===== config.mk =====
export PLATFORM = sky130hd
export DESIGN_NAME = imem_loader_flat
export DESIGN_NICKNAME = d
export VERILOG_FILES = /design/src/rtl/imem_loader_pkg.sv /design/src/rtl/imem_loader_if.sv /design/src/rtl/imem_loader_word_assembler.sv /design/src/rtl/imem_loader.sv /design/src/flat_wrapper.sv
export SDC_FILE = /design/constraint.sdc
export NUM_CORES = 1
export LEC_CHECK = 0
export CORE_MARGIN = 4
export CORE_UTILIZATION = 36
export CTS_CLUSTER_SIZE = 16
export DETAILED_ROUTE_END_ITERATION = 8
export MAX_ROUTING_LAYER = met4
export PLACE_DENSITY_LB_ADDON = 0.08
export SETUP_SLACK_MARGIN = 0.5
export SYNTH_ARGS = -nofsm -noshare
export SYNTH_HDL_FRONTEND = slang
export SYNTH_SLANG_ARGS = --single-unit
export TNS_END_PERCENT = 50

===== constraint.sdc =====
create_clock -name clk -period 2.2 [get_ports clk]
set_input_delay 0.44 -clock clk [delete_from_list [all_inputs] [get_ports clk]]
set_output_delay 0.44 -clock clk [all_outputs]
set_load 0.02 [all_outputs]

===== src/rtl/imem_loader_pkg.sv =====
// Shared types and constants for the IMEM loader.
// The CHECK state exists only when IMEM_LOADER_CHECKSUM_EN is defined.
package imem_loader_pkg;

  localparam int          BYTES_PER_WORD    = 4;
  localparam int          WORD_BYTES_LOG2   = 2;
  localparam int          DEFAULT_DEPTH     = 64;
  localparam logic [31:0] DEFAULT_BASE_ADDR = 32'h0000_0000;
  localparam int          DEFAULT_CNT_W     = 7;

  typedef enum logic [2:0] {
    ST_IDLE  = 3'd0,
    ST_LOAD  = 3'd1,
    ST_WRITE = 3'd2,
`ifdef IMEM_LOADER_CHECKSUM_EN
    ST_CHECK = 3'd3,
`endif
    ST_DONE  = 3'd4
  } state_t;

  // Byte address of word idx relative to a word-aligned base.
  function automatic logic [31:0] word_addr(input logic [31:0] base, input logic [31:0] idx);
    return base + (idx << WORD_BYTES_LOG2);
  endfunction

endpackage


===== src/rtl/imem_loader_if.sv =====
// Byte-stream handshake plus IMEM write port; master = loader side, slave = environment side.
interface imem_loader_if;
  logic        byte_valid;
  logic [7:0]  byte_data;
  logic        byte_ready;
  logic        imem_write_en;
  logic [31:0] imem_addr;
  logic [31:0] imem_wdata;

  modport master (
    input  byte_valid, byte_data,
    output byte_ready, imem_write_en, imem_addr, imem_wdata
  );

  modport slave (
    output byte_valid, byte_data,
    input  byte_ready, imem_write_en, imem_addr, imem_wdata
  );
endinterface


===== src/rtl/imem_loader_word_assembler.sv =====
// Little-endian byte-to-word shift register; word_valid pulses in the cycle the 4th byte is accepted
// and word_data already includes that byte.
module word_assembler
  import imem_loader_pkg::*;
(
  input  logic        clk,
  input  logic        reset,
  input  logic        enable,
  input  logic        byte_valid,
  input  logic [7:0]  byte_data,
  output logic        word_valid,
  output logic [31:0] word_data
);

  logic [31:0] shift_q, shift_d;
  logic [1:0]  cnt_q, cnt_d;
  logic        accept_s;

  // New bytes enter at the top so the first byte ends up in bits [7:0].
  always_comb begin
    shift_d    = shift_q;
    cnt_d      = cnt_q;
    word_valid = 1'b0;
    accept_s   = enable & byte_valid;
    if (accept_s) begin
      shift_d    = {byte_data, shift_q[31:8]};
      cnt_d      = cnt_q + 2'd1;
      word_valid = (cnt_q == 2'(BYTES_PER_WORD - 1));
    end else begin
      shift_d    = shift_q;
      cnt_d      = cnt_q;
    end
  end

  assign word_data = shift_d;

  // Shift register and byte counter.
  always_ff @(posedge clk) begin
    if (reset) begin
      shift_q <= 32'd0;
      cnt_q   <= 2'd0;
    end else begin
      shift_q <= shift_d;
      cnt_q   <= cnt_d;
    end
  end

endmodule


===== src/rtl/imem_loader.sv =====
// IMEM loader: writes a little-endian byte stream into IMEM at consecutive words while holding the CPU.
// Define IMEM_LOADER_CHECKSUM_EN to require a trailing 32-bit sum of the loaded words.
module imem_loader
  import imem_loader_pkg::*;
#(
  parameter int          DEPTH     = DEFAULT_DEPTH,
  parameter logic [31:0] BASE_ADDR = DEFAULT_BASE_ADDR,
  parameter int          CNT_W     = DEFAULT_CNT_W
) (
  input  logic             clk,
  input  logic             reset,
  input  logic             start,
  input  logic [CNT_W-1:0] num_words,
  imem_loader_if.master    bus,
  output logic             cpu_hold,
  output logic             busy,
  output logic             done,
  output logic             error,
  output logic [CNT_W-1:0] words_written
);

  state_t           state_q, state_d;
  logic [CNT_W-1:0] count_q, count_d;
  logic [CNT_W-1:0] words_written_q, words_written_d;
  logic [CNT_W-1:0] next_idx_s;
  logic             error_q, error_d;
  logic             byte_ready_q, byte_ready_d;
  logic             write_en_q, write_en_d;
  logic [31:0]      addr_q, addr_d;
  logic [31:0]      wdata_q, wdata_d;
  logic             cpu_hold_q, cpu_hold_d;
  logic             busy_q, busy_d;
  logic             done_q, done_d;
  logic             check_next_s;
  logic             word_valid_s;
  logic [31:0]      word_data_s;
`ifdef IMEM_LOADER_CHECKSUM_EN
  logic [31:0]      sum_q, sum_d;
`endif

  word_assembler u_word_assembler (
    .clk        (clk),
    .reset      (reset),
    .enable     (byte_ready_q),
    .byte_valid (bus.byte_valid),
    .byte_data  (bus.byte_data),
    .word_valid (word_valid_s),
    .word_data  (word_data_s)
  );

  assign next_idx_s = words_written_q + CNT_W'(1'b1);

  // Next-state logic; every output is registered from the next state.
  always_comb begin
    state_d         = state_q;
    count_d         = count_q;
    words_written_d = words_written_q;
    error_d         = error_q;
    addr_d          = addr_q;
    wdata_d         = 32'd0;
`ifdef IMEM_LOADER_CHECKSUM_EN
    sum_d           = sum_q;
`endif
    case (state_q)
      ST_IDLE: begin
        if (start) begin
          words_written_d = {CNT_W{1'b0}};
          if ((num_words != {CNT_W{1'b0}}) && (num_words <= CNT_W'(DEPTH))) begin
            count_d = num_words;
            error_d = 1'b0;
            state_d = ST_LOAD;
`ifdef IMEM_LOADER_CHECKSUM_EN
            sum_d   = 32'd0;
`endif
          end else begin
            error_d = 1'b1;
            state_d = ST_DONE;
          end
        end else begin
          state_d = ST_IDLE;
        end
      end
      ST_LOAD: begin
        if (word_valid_s) begin
          state_d = ST_WRITE;
          addr_d  = word_addr(BASE_ADDR, 32'(words_written_q));
          wdata_d = word_data_s;
        end else begin
          state_d = ST_LOAD;
        end
      end
      ST_WRITE: begin
        words_written_d = next_idx_s;
`ifdef IMEM_LOADER_CHECKSUM_EN
        sum_d = sum_q + wdata_q;
        if (next_idx_s == count_q) begin
          state_d = ST_CHECK;
        end else begin
          state_d = ST_LOAD;
        end
`else
        if (next_idx_s == count_q) begin
          state_d = ST_DONE;
        end else begin
          state_d = ST_LOAD;
        end
`endif
      end
`ifdef IMEM_LOADER_CHECKSUM_EN
      ST_CHECK: begin
        if (word_valid_s) begin
          error_d = (word_data_s != sum_q);
          state_d = ST_DONE;
        end else begin
          state_d = ST_CHECK;
        end
      end
`endif
      ST_DONE: begin
        state_d = ST_IDLE;
      end
      default: begin
        state_d = ST_IDLE;
      end
    endcase

`ifdef IMEM_LOADER_CHECKSUM_EN
    check_next_s = (state_d == ST_CHECK);
`else
    check_next_s = 1'b0;
`endif
    byte_ready_d = (state_d == ST_LOAD) | check_next_s;
    write_en_d   = (state_d == ST_WRITE);
    busy_d       = (state_d == ST_LOAD) | (state_d == ST_WRITE) | check_next_s;
    cpu_hold_d   = busy_d;
    done_d       = (state_d == ST_DONE);
  end

  // State and registered outputs.
  always_ff @(posedge clk) begin
    if (reset) begin
      state_q         <= ST_IDLE;
      count_q         <= {CNT_W{1'b0}};
      words_written_q <= {CNT_W{1'b0}};
      error_q         <= 1'b0;
      byte_ready_q    <= 1'b0;
      write_en_q      <= 1'b0;
      addr_q          <= 32'd0;
      wdata_q         <= 32'd0;
      cpu_hold_q      <= 1'b0;
      busy_q          <= 1'b0;
      done_q          <= 1'b0;
`ifdef IMEM_LOADER_CHECKSUM_EN
      sum_q           <= 32'd0;
`endif
    end else begin
      state_q         <= state_d;
      count_q         <= count_d;
      words_written_q <= words_written_d;
      error_q         <= error_d;
      byte_ready_q    <= byte_ready_d;
      write_en_q      <= write_en_d;
      addr_q          <= addr_d;
      wdata_q         <= wdata_d;
      cpu_hold_q      <= cpu_hold_d;
      busy_q          <= busy_d;
      done_q          <= done_d;
`ifdef IMEM_LOADER_CHECKSUM_EN
      sum_q           <= sum_d;
`endif
    end
  end

  assign bus.byte_ready    = byte_ready_q;
  assign bus.imem_write_en = write_en_q;
  assign bus.imem_addr     = addr_q;
  assign bus.imem_wdata    = wdata_q;
  assign cpu_hold          = cpu_hold_q;
  assign busy              = busy_q;
  assign done              = done_q;
  assign error             = error_q;
  assign words_written     = words_written_q;

endmodule


===== src/flat_wrapper.sv =====
// flat-port wrapper written by rule: the top's interface ports become plain ports
module imem_loader_flat import imem_loader_pkg::*;
#(
  parameter int          DEPTH     = DEFAULT_DEPTH,
  parameter logic [31:0] BASE_ADDR = DEFAULT_BASE_ADDR,
  parameter int          CNT_W     = DEFAULT_CNT_W
)
  (clk, reset, start, num_words, cpu_hold, busy, done, error, words_written, bus_byte_valid, bus_byte_data, bus_byte_ready, bus_imem_write_en, bus_imem_addr, bus_imem_wdata);
  imem_loader_if bus_i ();
  input  logic clk;
  input  logic reset;
  input  logic start;
  input  logic [CNT_W-1:0] num_words;
  output logic cpu_hold;
  output logic busy;
  output logic done;
  output logic error;
  output logic [CNT_W-1:0] words_written;
  input wire logic [$bits(bus_i.byte_valid)-1:0] bus_byte_valid;
  input wire logic [$bits(bus_i.byte_data)-1:0] bus_byte_data;
  output wire logic [$bits(bus_i.byte_ready)-1:0] bus_byte_ready;
  output wire logic [$bits(bus_i.imem_write_en)-1:0] bus_imem_write_en;
  output wire logic [$bits(bus_i.imem_addr)-1:0] bus_imem_addr;
  output wire logic [$bits(bus_i.imem_wdata)-1:0] bus_imem_wdata;
  assign bus_i.byte_valid = bus_byte_valid;
  assign bus_i.byte_data = bus_byte_data;
  assign bus_byte_ready = bus_i.byte_ready;
  assign bus_imem_write_en = bus_i.imem_write_en;
  assign bus_imem_addr = bus_i.imem_addr;
  assign bus_imem_wdata = bus_i.imem_wdata;
  imem_loader #(.DEPTH(DEPTH), .BASE_ADDR(BASE_ADDR), .CNT_W(CNT_W)) u_core (.clk(clk), .reset(reset), .start(start), .num_words(num_words), .bus(bus_i), .cpu_hold(cpu_hold), .busy(busy), .done(done), .error(error), .words_written(words_written));
endmodule

==> results.sh <==
export IMPL_synth_simple_area_share=0.1668
export IMPL_cp_start_kind="flip-flop"
export IMPL_track_usage=0.1395
export IMPL_ios=96
export IMPL_critPathKind="flip-flop to primary output"
export IMPL_timing_final_crit_share=0.7820
export IMPL_stdcell_area_um2=4788
export IMPL_place_congestion=0.7694
export IMPL_tightest_slew_ps=757.7
export IMPL_path_clk_slew_ps=100
export IMPL_vias=2709
export IMPL_synth_async_sr_flop_share=0
export IMPL_die_area_um2=11730
export IMPL_cp_data_arrival_time_ps=1280
export IMPL_outcome="finished clean"
export IMPL_tritoncts="yes"
export IMPL_synthMuxAreaShare=0.1216
export IMPL_grt_max_degree=62
export IMPL_synth_compound_area_frac=0.07150
export IMPL_drv_cap=0
export IMPL_hpwl_mm=5.239
export IMPL_numCtsBuffers=9
export IMPL_ir_drop_mv=0.3249
export IMPL_rsz0062_at_grt="true"
export IMPL_start_util=0.3706
export IMPL_synth_top_flop_cell="dfxtp_1"
export IMPL_maxSlewHeadroom=0.4949
export IMPL_wl_mm=7.796
export IMPL_max_freq_mhz=581.3
export IMPL_synth_edf_count=0
export IMPL_cp_cell_sequence="clkdlybuf4s50_1"
export IMPL_skew_ps=13.35
export IMPL_hold_viol=0
export IMPL_layout_setup_ws_ps=479.6
export IMPL_yosysWarnings=0
export IMPL_fill_cells=947
export IMPL_placed_cell_area_um2=4392
export IMPL_ctsHoldBuffers=0
export IMPL_antennaDiodeCount=0
export IMPL_wl_met1_mm=3.361
export IMPL_ys_seq_elements=95
export IMPL_synthAdderAreaFrac=0.009672
export IMPL_io_buffer_count=70
export IMPL_clk_path_buf_depth=2
export IMPL_die_h_um=108.3
export IMPL_grt_pass1_wl_mm=12.46
export IMPL_worstSkewPairLatency_ps=350
export IMPL_wl_met3_um=415
export IMPL_met2_wirelength_mm=3.966
export IMPL_seq_area_frac_synth=0.5250
export IMPL_antenna_left=0
export IMPL_top_layer_used="met4"
export IMPL_overflow=0
export IMPL_num_rows=36
export IMPL_whs_ps=342.0
export IMPL_setup_viol=0
export IMPL_crit_family="buffers and inverters"
export IMPL_required_ps=1760
export IMPL_syn_area_um2=3622
export IMPL_synth_xor_area_share=0.01693
export IMPL_syn_inst=372
export IMPL_final_max_slew_viol_count=0
export IMPL_h_tree_depth=3
export IMPL_crit_path_top_delay_cell="clkdlybuf4s50_1"
export IMPL_min_period_ps=1720
export IMPL_critical_path_max_stage_delay_ps=600
export IMPL_avgSynthCellArea_um2=9.737
export IMPL_antenna_found_initial=0
export IMPL_area_growth_pct=32.19
export IMPL_drive_gt1_frac=0.1530
export IMPL_power_leakage_nw=2.361
export IMPL_critPathBufInv=1
export IMPL_power_density_nw_per_um2=634.9
export IMPL_end_kind="primary output"
export IMPL_cts_sinks=95
export IMPL_drtPass1Iterations=4
export IMPL_total_power_mw=3.040
export IMPL_critPathMaxFanout=1
export IMPL_core_area_um2=9774
export IMPL_cts_root_buf="clkbuf_8"
export IMPL_dp_slack_ps=-214.1
export IMPL_drt_iter0_markers=89
export IMPL_ys_types=45
export IMPL_hold_class="primary input to flip-flop"
export IMPL_wire_per_inst_um=13.35
export IMPL_synth_top_family_by_area="simple AND/OR/NAND/NOR gates"
export IMPL_num_nets_final=467
export IMPL_drcViolationCount=0
export IMPL_via_per_inst=4.639
export IMPL_fp_dieW_um=108.3
export IMPL_grt_pass1_vias=2575
-- power breakdown --
part,switching [mW],internal (mW)
Sequential,0.0162,1.73
Combinational,0.147,0.104
Clock,0.611,0.429
Total,0.774,2.27
-- cell usage after synthesis (2+ instances only) --
library cell,count,area [um2]
o21ai_0,7,35.03
buf_4,26,195.2
inv_1,3,11.26
and2_1,2,12.51
or2_2,3,18.77
o31ai_1,3,22.52
nand4_1,2,12.51
a32oi_1,3,26.28
nand4b_1,2,17.52
nor3_1,35,175.2
buf_1,3,11.26
ha_1,2,25.02
or4_1,2,15.01
xnor2_1,5,43.79
buf_2,4,20.02
a31oi_1,3,18.77
clkbuf_1,18,67.56
dfxtp_1,95,1902
a21oi_1,11,55.05
nand2_1,7,26.28
mux2i_1,44,440.4
nor2_1,63,236.5
xor2_1,2,17.52
a31o_2,2,17.52
nand3_1,4,20.02
a21o_1,2,15.01
-- worst reg2reg max path, stage by stage (launching register included) --
cell	delay, ps
dfxtp_4	390
ha_4	280
xnor2_2	100
o311a_1	190
nand3_2	90
a211oi_4	340
o31ai_1	100
-- layout make-up --
class / instances / area, um2 / area share
repair buffers: 91 / 905.9 / 0.1892
inverters: 3 / 11.26 / 0.002352
clock inverters: 6 / 53.80 / 0.01124
multi-input cells: 246 / 1604 / 0.3350
clock buffers: 10 / 127.6 / 0.02665
well taps: 133 / 166.4 / 0.03475
flip-flops and latches: 95 / 1919 / 0.4008
-- per-layer routing --
| metal | vias to the layer above | global-route usage |
|---|---|---|
| li1 | 1371 | - |
| met1 | 1262 | 0.1642 |
| met2 | 70 | 0.2331 |
| met3 | 6 | 0.04000 |
| met4 | 0 | 0.03968 |
| met5 | - | - |
-- path summary, 6_finish.rpt --
path,start,end,slack (ps),cells after the start
setup / recovery,u_core.bus.imem_wdata[5]$_SDFF_PP0_,bus_imem_wdata[5],480,1
hold / removal,num_words[1],u_core.count_q[1]$_SDFFE_PP0P_,340,3
setup reg to reg,u_core.words_written[1]$_SDFFE_PP0P_,u_core.cpu_hold$_SDFF_PP0_,550,6
hold reg to reg,u_core.u_word_assembler.cnt_q[1]$_SDFFE_PP0P_,u_core.u_word_assembler.cnt_q[1]$_SDFFE_PP0P_,470,2
-- cells by family after synthesis --
logic type	after synthesis
compound gates	39
xor+xnor	7
fa+ha+maj	3
buf+inv	55
flops	95
mux	44
other cells	1
simple gates	128
-- registers in the layout, indices dropped and copies added (netlist names) --
register / flops
u_core.bus.imem_addr: 7
u_core.error: 1
u_core.bus.byte_ready: 1
u_core.count_q: 7
u_core.cpu_hold: 1
u_core.u_word_assembler.cnt_q: 2
u_core.bus.imem_wdata: 32
u_core.done: 1
u_core.bus.imem_write_en: 1
u_core.state_q: 3
u_core.u_word_assembler.shift_q: 32
u_core.words_written: 7
-- cells in the final DEF (no fill, tap or decap), types with 2 or more instances in the layout --
master,n
a21o_1,2
a21oi_1,11
a31o_2,2
a32oi_1,2
and2_1,2
buf_12,2
buf_2,2
buf_4,17
buf_6,4
clkbuf_8,9
clkdlybuf4s15_1,2
clkdlybuf4s50_1,28
clkinvlp_4,3
conb_1,25
dfxtp_1,89
dfxtp_2,2
dfxtp_4,4
dlygate4sd2_1,18
dlymetal6s2s_1,18
inv_1,3
inv_8,2
mux2i_1,44
nand2_1,7
nand3_2,3
nand4_1,2
nand4b_1,2
nor2_1,63
nor3_1,35
o21ai_0,5
o21ai_1,3
o31ai_1,2
or2_4,2
or4_1,2
xnor2_1,3
xnor2_2,2
xor2_1,2
-- per-stage QoR --
step / cells / TNS [ps] / util
6_report: 584 / 0 / 0.4899
5_1_grt: 584 / 0 / 0.4899
4_1_cts: 579 / 0 / 0.4727
3_5_place_dp: 560 / -2259 / 0.4493
3_3_place_gp: 560 / -2030 / 0.4493
2_1_floorplan: 396 / 0 / -
-- repair_timing --
action / 4_1_cts / 5_1_grt
resized for setup: 50 / 36
buffers inserted: 3 / 5
pin swaps: 7 / 11
setup endpoints to repair: 65 / 45
No activity file was read; power rests on OpenSTA's default activity.
==> RTL edit, RTL diff (config.mk and constraints unchanged) <==
Take the reset off `wdata_q` and load it in a clocked block of its own.
--- a/src/rtl/imem_loader.sv
+++ b/src/rtl/imem_loader.sv
@@ -148,3 +148,2 @@
       addr_q          <= 32'd0;
-      wdata_q         <= 32'd0;
       cpu_hold_q      <= 1'b0;
@@ -163,3 +162,2 @@
       addr_q          <= addr_d;
-      wdata_q         <= wdata_d;
       cpu_hold_q      <= cpu_hold_d;
@@ -171,2 +169,6 @@
     end
+  end
+
+  always_ff @(posedge clk) begin
+    wdata_q <= wdata_d;
   end
Formal check against the unedited RTL: differs if reset is asserted again (counterexample within 10 cycles, from zero or initial values and one cycle with reset high); with reset held inactive, the same outputs for 10 cycles.
==> RTL edit against the original RTL <==
Sequential power decreased by 8%. Final area decreased by 5.0%. Area after synthesis decreased by 7.4%. Wire length decreased by 4.0%. Synthesized cell count increased by 2.2%. Setup slack improved by 0.012 ns. Total power decreased by 1.8%. Sequential cell count decreased by 8. Critical endpoint is now bus_imem_wdata[11]. Largest power group unchanged.
==> RTL edit: results (changes against the original RTL) <==
* Register area at 1760 um2 (-8.3%)
* Post-Synth XOR/XNOR Area at 1.83% (+0.13 points)
* N_diodes at 0 (unchanged)
* Share of layout cells above drive strength 1 at 16.1% (+0.79 points)
* DP HPWL at 5.03 mm (-4.0%)
* Layout Cells excl Fill at 568 (-2.7%)
* Vias/cell at 4.70 (+1.2%)
* Setup WS pre-CTS at -0.241 ns (-0.0264 ns)
* Multiplexer share of the synthesized area at 1.79% (-10 points)
* Cells after Synth at 380 (+2.2%)
* Placer Congestion at 0.746 (-3.1%)
* Setup Skew at 0.00691 ns (-0.00644 ns)
* FILL cells at 836 (-12%)
* Async SR Flop Fraction at 0% (unchanged)
* First-pass GRT wire length at 12.5 mm (+0.44%)
* Most frequent cells after synthesis: 87 x dfxtp_1, 70 x nand2_1, 41 x a21oi_1
* Synth Area in Compound Gates at 12.1% (+4.9 points)
* Placed Area at 4080 um2 (-7.1%)
* TritonCTS Buffers at 9 (unchanged)
* Synth top area cells: dfxtp_1 52%, nand2_1 7.8%, and2_1 6.3%
* Least-Margin Pin Slew at 0.796 ns (+0.0381 ns)
* DRT Wirelength at 7.49 mm (-4.0%)
* Outcome: completed
* Vias in the first global route at 2560 (-0.58%)
* Max VDD drop at 371 uV (+14%)
* Static Leak at 2.14 nW (-9.4%)
* Largest net degree at the start of global routing at 43 (-31%)
* Synth Area in Adders at 1.04% (+0.077 points)
## RTL edit: path summary, 6_finish.rpt
kind	slack [ns]	cells past startpoint	startpoint	to
setup / recovery	0.49	1	u_core.bus.imem_wdata[11]	bus_imem_wdata[11]
hold / removal	0.31	3	num_words[1]	u_core.count_q[1]
setup reg to reg	0.54	6	u_core.words_written[3]	u_core.cpu_hold
hold reg to reg	0.45	2	u_core.u_word_assembler.shift_q[11]	u_core.u_word_assembler.shift_q[11]
## RTL edit: kinds of logic (layout without fill, tap and decap cells)
group,after synthesis,in the layout
xor gates and xnor gates,7,7
AOI/OAI and AO/OA,69,69
muxes,6,6
buffers and inverters,54,110
and+or+nand+nor,153,153
adders and majority gates,3,3
DFF,87,87
other,1,25
## RTL edit: area by class of cell
| cell class | instances | area share [%] |
|---|---|---|
| Inverter | 3 | 0.247 |
| Multi-Input combinational cell | 263 | 33.7 |
| Clock inverter | 7 | 1.90 |
| Sequential cell | 87 | 38.7 |
| Tap cell | 108 | 2.97 |
| Timing Repair Buffer | 91 | 19.8 |
| Clock buffer | 9 | 2.72 |
## RTL edit: routing by layer
metal | routed length, um | global-route usage, %
met1 | 3550 | 17.6
met2 | 3470 | 23.4
met3 | 409 | 4.25
met4 | 56 | 3.51
met5 | 0 | -
## RTL edit: power breakdown
group | total [W] | switching (W) | internal, W | leakage [nW]
Sequential | 0.00161 | 0.0000170 | 0.00159 | 0.707
Clock | 0.00116 | 0.000614 | 0.000551 | 0.104
Combinational | 0.000216 | 0.000132 | 0.0000843 | 1.33
Total | 0.00299 | 0.000763 | 0.00222 | 2.14
## RTL edit: repair_timing
action,CTS,global route
hold endpoints to repair,0,0
gates resized for setup,56,43
setup buffers,2,7
endpoints found under the setup margin,66,45
pin swaps,8,11
